**config.mk**
```make
export PLATFORM = sky130hd
export DESIGN_NAME = input_port
export DESIGN_NICKNAME = d
export VERILOG_FILES = /design/src/rtl/input_port.sv
export SDC_FILE = /design/constraint.sdc
export NUM_CORES = 1
export LEC_CHECK = 0
export ABC_CLOCK_PERIOD_IN_PS = 8100
export CORE_ASPECT_RATIO = 1.1
export CORE_MARGIN = 4
export CORE_UTILIZATION = 56
export DETAILED_ROUTE_END_ITERATION = 6
export PLACE_DENSITY = 0.84
export SLEW_MARGIN = 20
export SYNTH_ARGS = -nofsm -noshare
export SYNTH_HDL_FRONTEND = slang
export SYNTH_SLANG_ARGS = --single-unit
```
**constraint.sdc**
```tcl
create_clock -name CLK -period 8.1 [get_ports CLK]
set_input_delay 0.81 -clock CLK [delete_from_list [all_inputs] [get_ports CLK]]
set_output_delay 0.81 -clock CLK [all_outputs]
set_load 0.03 [all_outputs]
```
**src/rtl/input_port.sv**
```systemverilog
// Bus-facing input port: external bytes are buffered in a small FIFO and
// handed to the bus controller one byte per read cycle, with sticky error flags.
module input_port #(
    parameter logic [3:0] SEL_ID = 4'b1010,
    parameter int         DEPTH  = 4
) (
    input  logic       CLK,
    input  logic       RESET_N,
    input  logic [3:0] SEL,
    input  logic       EN,
    input  logic       OE,
    input  logic [7:0] DIN,
    input  logic       DIN_VALID,
    output logic       DIN_READY,
    output logic [7:0] BUS_OUT,
    output logic       BUS_DRV,
    output logic [4:0] COUNT,
    output logic       OVF,
    output logic       UNF,
    input  logic       CLR
);

    localparam int AW = (DEPTH > 1) ? $clog2(DEPTH) : 1;

    logic [7:0]    r_mem [DEPTH];
    logic [AW-1:0] r_wptr;
    logic [AW-1:0] r_rptr;
    logic [4:0]    r_count;
    logic          r_ovf;
    logic          r_unf;

    logic w_rd;
    logic w_empty;
    logic w_full;
    logic w_push;
    logic w_pop;
    logic w_ovf_set;
    logic w_unf_set;

    assign w_rd      = (SEL == SEL_ID) & EN & OE;
    assign w_empty   = (r_count == 5'd0);
    assign w_full    = (r_count == 5'(DEPTH));
    assign w_push    = DIN_VALID & ~w_full;
    assign w_pop     = w_rd & ~w_empty;
    assign w_ovf_set = DIN_VALID & w_full;
    assign w_unf_set = w_rd & w_empty;

    // Ready only looks at occupancy, so a full FIFO refuses a byte even when a pop is pending.
    assign DIN_READY = ~w_full;
    assign BUS_DRV   = w_rd & RESET_N;
    assign BUS_OUT   = (w_pop & RESET_N) ? r_mem[r_rptr] : 8'h00;
    assign COUNT     = r_count;
    assign OVF       = r_ovf;
    assign UNF       = r_unf;

    // Storage is never cleared; an empty count keeps stale entries off the bus.
    always_ff @(posedge CLK) begin
        if (w_push) begin
            r_mem[r_wptr] <= DIN;
        end
    end

    always_ff @(posedge CLK or negedge RESET_N) begin
        if (!RESET_N) begin
            r_wptr  <= '0;
            r_rptr  <= '0;
            r_count <= 5'd0;
            r_ovf   <= 1'b0;
            r_unf   <= 1'b0;
        end else begin
            if (w_push) begin
                r_wptr <= r_wptr + AW'(1);
            end
            if (w_pop) begin
                r_rptr <= r_rptr + AW'(1);
            end
            if (w_push && !w_pop) begin
                r_count <= r_count + 5'd1;
            end else if (w_pop && !w_push) begin
                r_count <= r_count - 5'd1;
            end
            // A new error event wins over a clear arriving in the same cycle.
            if (w_ovf_set) begin
                r_ovf <= 1'b1;
            end else if (CLR) begin
                r_ovf <= 1'b0;
            end
            if (w_unf_set) begin
                r_unf <= 1'b1;
            end else if (CLR) begin
                r_unf <= 1'b0;
            end
        end
    end

endmodule
```
; ---- Word level (Yosys, flattened, before mapping)
; Memories as Yosys holds them, arrays and structs flattened.
; Cells that the tools add are included.
[totals]
register_bits = 11
ramBits = 32
in_bits = 18
out_inout_bits = 17
wordCells = 38
n_memories = 1
[op_classes]
add_sub_neg = 4
n_eq_ne = 2
mux = 8
bitwise_logic = 10
reduce_logical = 8
[memory_table]
columns = name, words, word_bits, read_ports, rd_ports_with_merged_regs, wr, line_no
row1 = r_mem, 4, 8, 1, 0, 1, 25  ; logic [7:0] r_mem [DEPTH];
[op_table]
columns = operator, count
row1 = $mux 5, 2
row2 = $and 1x1->1, 8
row3 = $mux 8, 1
row4 = $reduce_bool 2->1, 3
row5 = $add 5x1->5 const B, 1
row6 = $eq 5x3->1 const B, 1
row7 = $logic_not 5->1, 1
row8 = $mux 1, 5
row9 = $sub 5x1->5 const B, 1
row10 = $add 2x1->2 const B, 2
row11 = $eq 4x4->1 const B, 1
row12 = $logic_and 1x1->1, 2
row13 = $logic_not 1->1, 2
row14 = $not 1->1, 2

; ---- Depth between registers and ports, before layout
[depth]
ltp_word = 7
ltp_mapped = 8
ltp_nobuf = 8

; ---- Worst setup path after synthesis
; Ideal clock, no wire load.
[synth_timing]
kind = reg2reg
startpoint = register r_count[4], in the netlist COUNT[4]
endpoint = register r_count[4], in the netlist COUNT[4]
t_arrival_ns = 2.725
required_time_ns = 7.969
setup_slack_ns = 5.244
path_stages_with_launch = 9
synth_period_minus_slack_ns = 2.856
cell_sequence = dfrtp_1 > or4_4 > o211ai_2 > ha_1 > inv_1 > ha_1 > or4_1 > o211ai_1 > o211ai_1
[synth_via]
elab_chain_len = 6
elab_cells_between_ends = 15
classes_between = add/sub (2) / eq/ne (1) / mux (2) / bitwise (4) / reduce/logical (6)
[synth_rtl]
columns = item, line_no
row1 = start: declaration, 28  ; logic [4:0] r_count;
row2 = start signal: assignment, 78  ; r_count <= r_count + 5'd1;
row3 = start signal: assignment, 80  ; r_count <= r_count - 5'd1;
row4 = branches (longest 6 deep; another with $sub 5x1->5), n/a
; Several ways; the timed one is not identified. The select of a mux whose other input is x is not followed.
; A chain may end at the register's enable or synchronous reset.

; ---- Worst setup path after layout
[layout_timing]
startpoint = input RESET_N
endpoint = output BUS_OUT[5]
[layout_via]
elab_chain_len = 2
[layout_rtl]
columns = item, line_no
row1 = start: declaration, 8  ; input logic RESET_N,
row2 = $and 1x1->1, 51  ; assign BUS_OUT = (w_pop & RESET_N) ? r_mem[r_rptr] : 8'h00;
row3 = $mux 8, 51
row4 = end: declaration, 15  ; output logic [7:0] BUS_OUT,
; Every way passes these cells.

==> run_results.csv <==
group,metric,value,unit
run_status,outcome,"finished, final reports clean",
worst_setup_path,path_cells,"clkdlybuf4s50_1, o2111ai_4, nor2b_1, clkdlybuf4s50_1",
worst_setup_path,critPathLaunch,"RESET_N",
worst_setup_path,ff2ff_path_depth,8,
clock_tree,clk_path_buf_depth,2,
routing,drt_iter0_drc,45,
routing,dr.pass1.iters,4,
worst_setup_path,crit_top_cell,"clkdlybuf4s50_1",
worst_setup_path,critical_path_buf_inv_count,2,
routing,ant_nets,0,
power,power_switching,0.261,mW
worst_setup_path,crit_type,"in2out",
yosys,yosysTopAreaCellShare,0.482,
routing,vias,1179,
worst_setup_path,crit_arrival,2.95,ns
timing,setup_violations,0,
worst_setup_path,crit_fanout,13,
yosys,async_reset_ff_frac,0.256,
worst_setup_path,reg2reg_to,"COUNT[4]$_DFFE_PN0P_",
worst_setup_path,crit_end,"BUS_OUT[5]",
timing,drv_slew,0,
floorplan,dieArea,4580,sq um
clock_tree,ctsHoldBuffers,0,
clock_tree,tritoncts,"done",
worst_setup_path,startpoint_type,"primary input",
power,design_power_total,0.725,mW
yosys,postSynthAreaPerCell,16.0,sq um
floorplan,row_count,22,
power,p_int,0.464,mW
placement,portBuffers,34,
worst_setup_path,endpoint_kind,"output port",
timing,period_minus_slack,3.76,ns
power,ir_drop,0.208,mV
global_route,grtUsageTotal,0.171,
clock_tree,clkSinkCount,43,
routing,totalWireLength,3710,microns
power,power_frac_comb,0.360,
power,leakagePower,0.829,nW
yosys,ys_seq_area_frac,0.620,
routing,drt-wirelength-per-cell,17.6,microns
yosys,synth_edf_count,32,
global_route,overflow,0,
floorplan,start_util,0.589,
power,power_density,297,nW/um^2
worst_setup_path,cp_slowest_cell,"clkdlybuf4s50_1",
timing,maxSlewHeadroom,0.562,
placement,place_area,2380,sq um
final_layout,nFillCells,220,
power,clock_power_share,0.145,
global_route,grt_pass1_vias,1229,
final_layout,finish.utilization,0.721,
clock_tree,post_cts_buffers,0,
power,p_seq_frac,0.495,
floorplan,core_area,3390,sq um
clock_tree,clkTransAtPathRegs,0.12,ns
floorplan,io_pins,35,
timing,fin_crit_sh,0.464,
yosys,yosys_warnings,0,
yosys,synth-seq-cells,43,
clock_tree,cts_resized,0,
final_layout,drive_gt1_frac,0.153,
worst_setup_path,slowest_delay,0.89,ns
timing,worst_pin_slew,0.655,ns
flow_run,maxCapViolCount,0,
floorplan,die_width,64.9,microns
worst_setup_path,crit_family,"buffers and inverters",
global_route,antenna_found_initial,0,
global_route,grt_pass1_wl,5800,microns
clock_tree,h-tree-depth,2,
yosys,yosys-top-cells-count,"edfxtp_1 (32), dfrtp_1 (11), ha_1 (8), mux4_2 (8), nor2b_1 (8)",
power,p_sw_frac,0.360,
worst_setup_path,r2r_slack,5.03,ns
placement,hpwl,2710,microns
yosys,synth_area_leaders,"edfxtp_1 (48%), dfrtp_1 (14%), mux4_2 (9.0%), ha_1 (5.0%), nor2b_1 (2.5%)",
clock_tree,cts_buffers,5,
hold_path,hold_path_class,"reg2reg",
floorplan,die_y,70.6,microns
final_layout,antenna_cells,0,
worst_setup_path,timing.rr.start,"COUNT[4]$_DFFE_PN0P_",
placement,gp_congestion,0.861,
final_layout,area_growth,22.3,%
routing,drc,0,
timing,tns,0,ns
yosys,syn_area,1990,sq um
timing,hold_viol,0,
timing,fin_worst_skew,0.0110,ns
global_route,grt_max_degree,16,
final_layout,fin_nets,189,
yosys,synth_top_cell_by_area,"edfxtp_1",
yosys,synthesis.instances,125,
routing,vias_per_cell,5.59,
timing,rsz0062_at_grt,"false",
worst_setup_path,cp.required,7.29,ns
final_layout,final_cell_area,2440,sq um
yosys,yosysMostFrequentCell,"edfxtp_1",
yosys,synthFlopType,"edfxtp_1",
worst_setup_path,cp.depth,4,
timing,fmax,0.266,GHz
yosys,syn-num-nets,152,
yosys,ys_types,34,
clock_tree,cts_root_buf,"clkbuf_4",
clock_tree,clkLatencyLatePin,0.35,ns
==> placed cells by master, fill, tap and decap left out, drive strengths merged, types with 2 or more instances in the layout <==
| cell | Yosys | routed |
|---|---|---|
| ha | 8 | 8 |
| clkinvlp | 0 | 2 |
| or4 | 3 | 3 |
| o211ai | 3 | 3 |
| mux4 | 8 | 8 |
| clkbuf | 2 | 5 |
| xnor2 | 5 | 5 |
| nand3 | 4 | 4 |
| dfrtp | 11 | 11 |
| nand2 | 4 | 4 |
| and2 | 5 | 5 |
| clkdlybuf4s50 | 0 | 34 |
| edfxtp | 32 | 32 |
| inv | 6 | 7 |
| a21oi | 4 | 4 |
| nor2b | 8 | 8 |
| o21ai | 3 | 3 |
| o2111ai | 2 | 2 |
| mux2 | 2 | 2 |
| nor3b | 2 | 2 |
==> cells by family (layout without fill, tap and decap cells) <==
kind of cell,after synthesis,after routing,share of synthesized area
DFF,43,43,0.620
and+or+nand+nor,32,32,0.104
AOI/OAI and AO/OA,15,15,0.0677
muxes,11,11,0.107
buffers and inverters,10,48,0.0194
adders and majority gates,9,9,0.0602
xor gates and xnor gates,5,5,0.0220
==> per-layer routing <==
layer	track usage	share of wire	wire, microns	vias to the layer above
li1	-	-	-	555
met1	0.184	0.39	1440	591
met2	0.316	0.56	2060	23
met3	0.0429	0.034	127	10
met4	0.0704	0.021	78	0
met5	0	0	0	-
==> how the worst min path moves through the flow <==
stage / endpoint / slack (ns) / cells after the start / from
2_1_floorplan: COUNT[0]$_DFFE_PN0P_ / 0.51 / 0 / RESET_N
3_3_place_gp: UNF$_DFFE_PN0P_ / 0.51 / 2 / UNF$_DFFE_PN0P_
3_5_place_dp: OVF$_DFFE_PN0P_ / 0.53 / 2 / OVF$_DFFE_PN0P_
4_1_cts: OVF$_DFFE_PN0P_ / 0.55 / 2 / OVF$_DFFE_PN0P_
5_1_grt: UNF$_DFFE_PN0P_ / 0.56 / 2 / UNF$_DFFE_PN0P_
6_report: UNF$_DFFE_PN0P_ / 0.54 / 2 / UNF$_DFFE_PN0P_
==> layout make-up <==
cell class / count / area [sq um] / area share
inverter: 6 / 22.5 / 0.00923
timing repair buffer: 34 / 340 / 0.139
tap: 48 / 60.1 / 0.0246
clock buffer: 5 / 37.5 / 0.0154
multi-input combinational: 72 / 719 / 0.295
sequential: 43 / 1240 / 0.507
clock inverter: 3 / 23.8 / 0.00974
==> power groups by stage <==
| stage | combinational, mW | clock, mW | sequential (mW) |
|---|---|---|---|
| floorplan | 0.185 | 0 | 0.354 |
| global placement | 0.248 | 0 | 0.360 |
| detailed placement | 0.260 | 0 | 0.365 |
| CTS | 0.264 | 0.106 | 0.360 |
| global route | 0.282 | 0.114 | 0.369 |
| finish | 0.261 | 0.105 | 0.359 |
==> flip-flops by register name, summed over array words and instances, names as in the netlist <==
| name | cells |
|---|---|
| r_wptr | 2 |
| r_rptr | 2 |
| r_mem | 32 |
| COUNT | 5 |
| UNF | 1 |
| OVF | 1 |
==> worst min-delay path: cells and delay by family (launching register included) <==
kind | cells | cell delay, ns
AOI/OAI and AO/OA | 1 | 0.06
DFF | 1 | 0.40
buffers and inverters | 1 | 0.06
==> metrics by stage <==
stage | cells | setup slack, ns | hold slack [ns]
after floorplan | 125 | 5.24 | 0.514
after global placement | 203 | 4.44 | 0.507
after detailed placement | 203 | 4.32 | 0.531
after CTS | 211 | 4.32 | 0.545
after global routing | 211 | 4.22 | 0.562
final | 211 | 4.34 | 0.543
(Power assumes the default switching activity.)
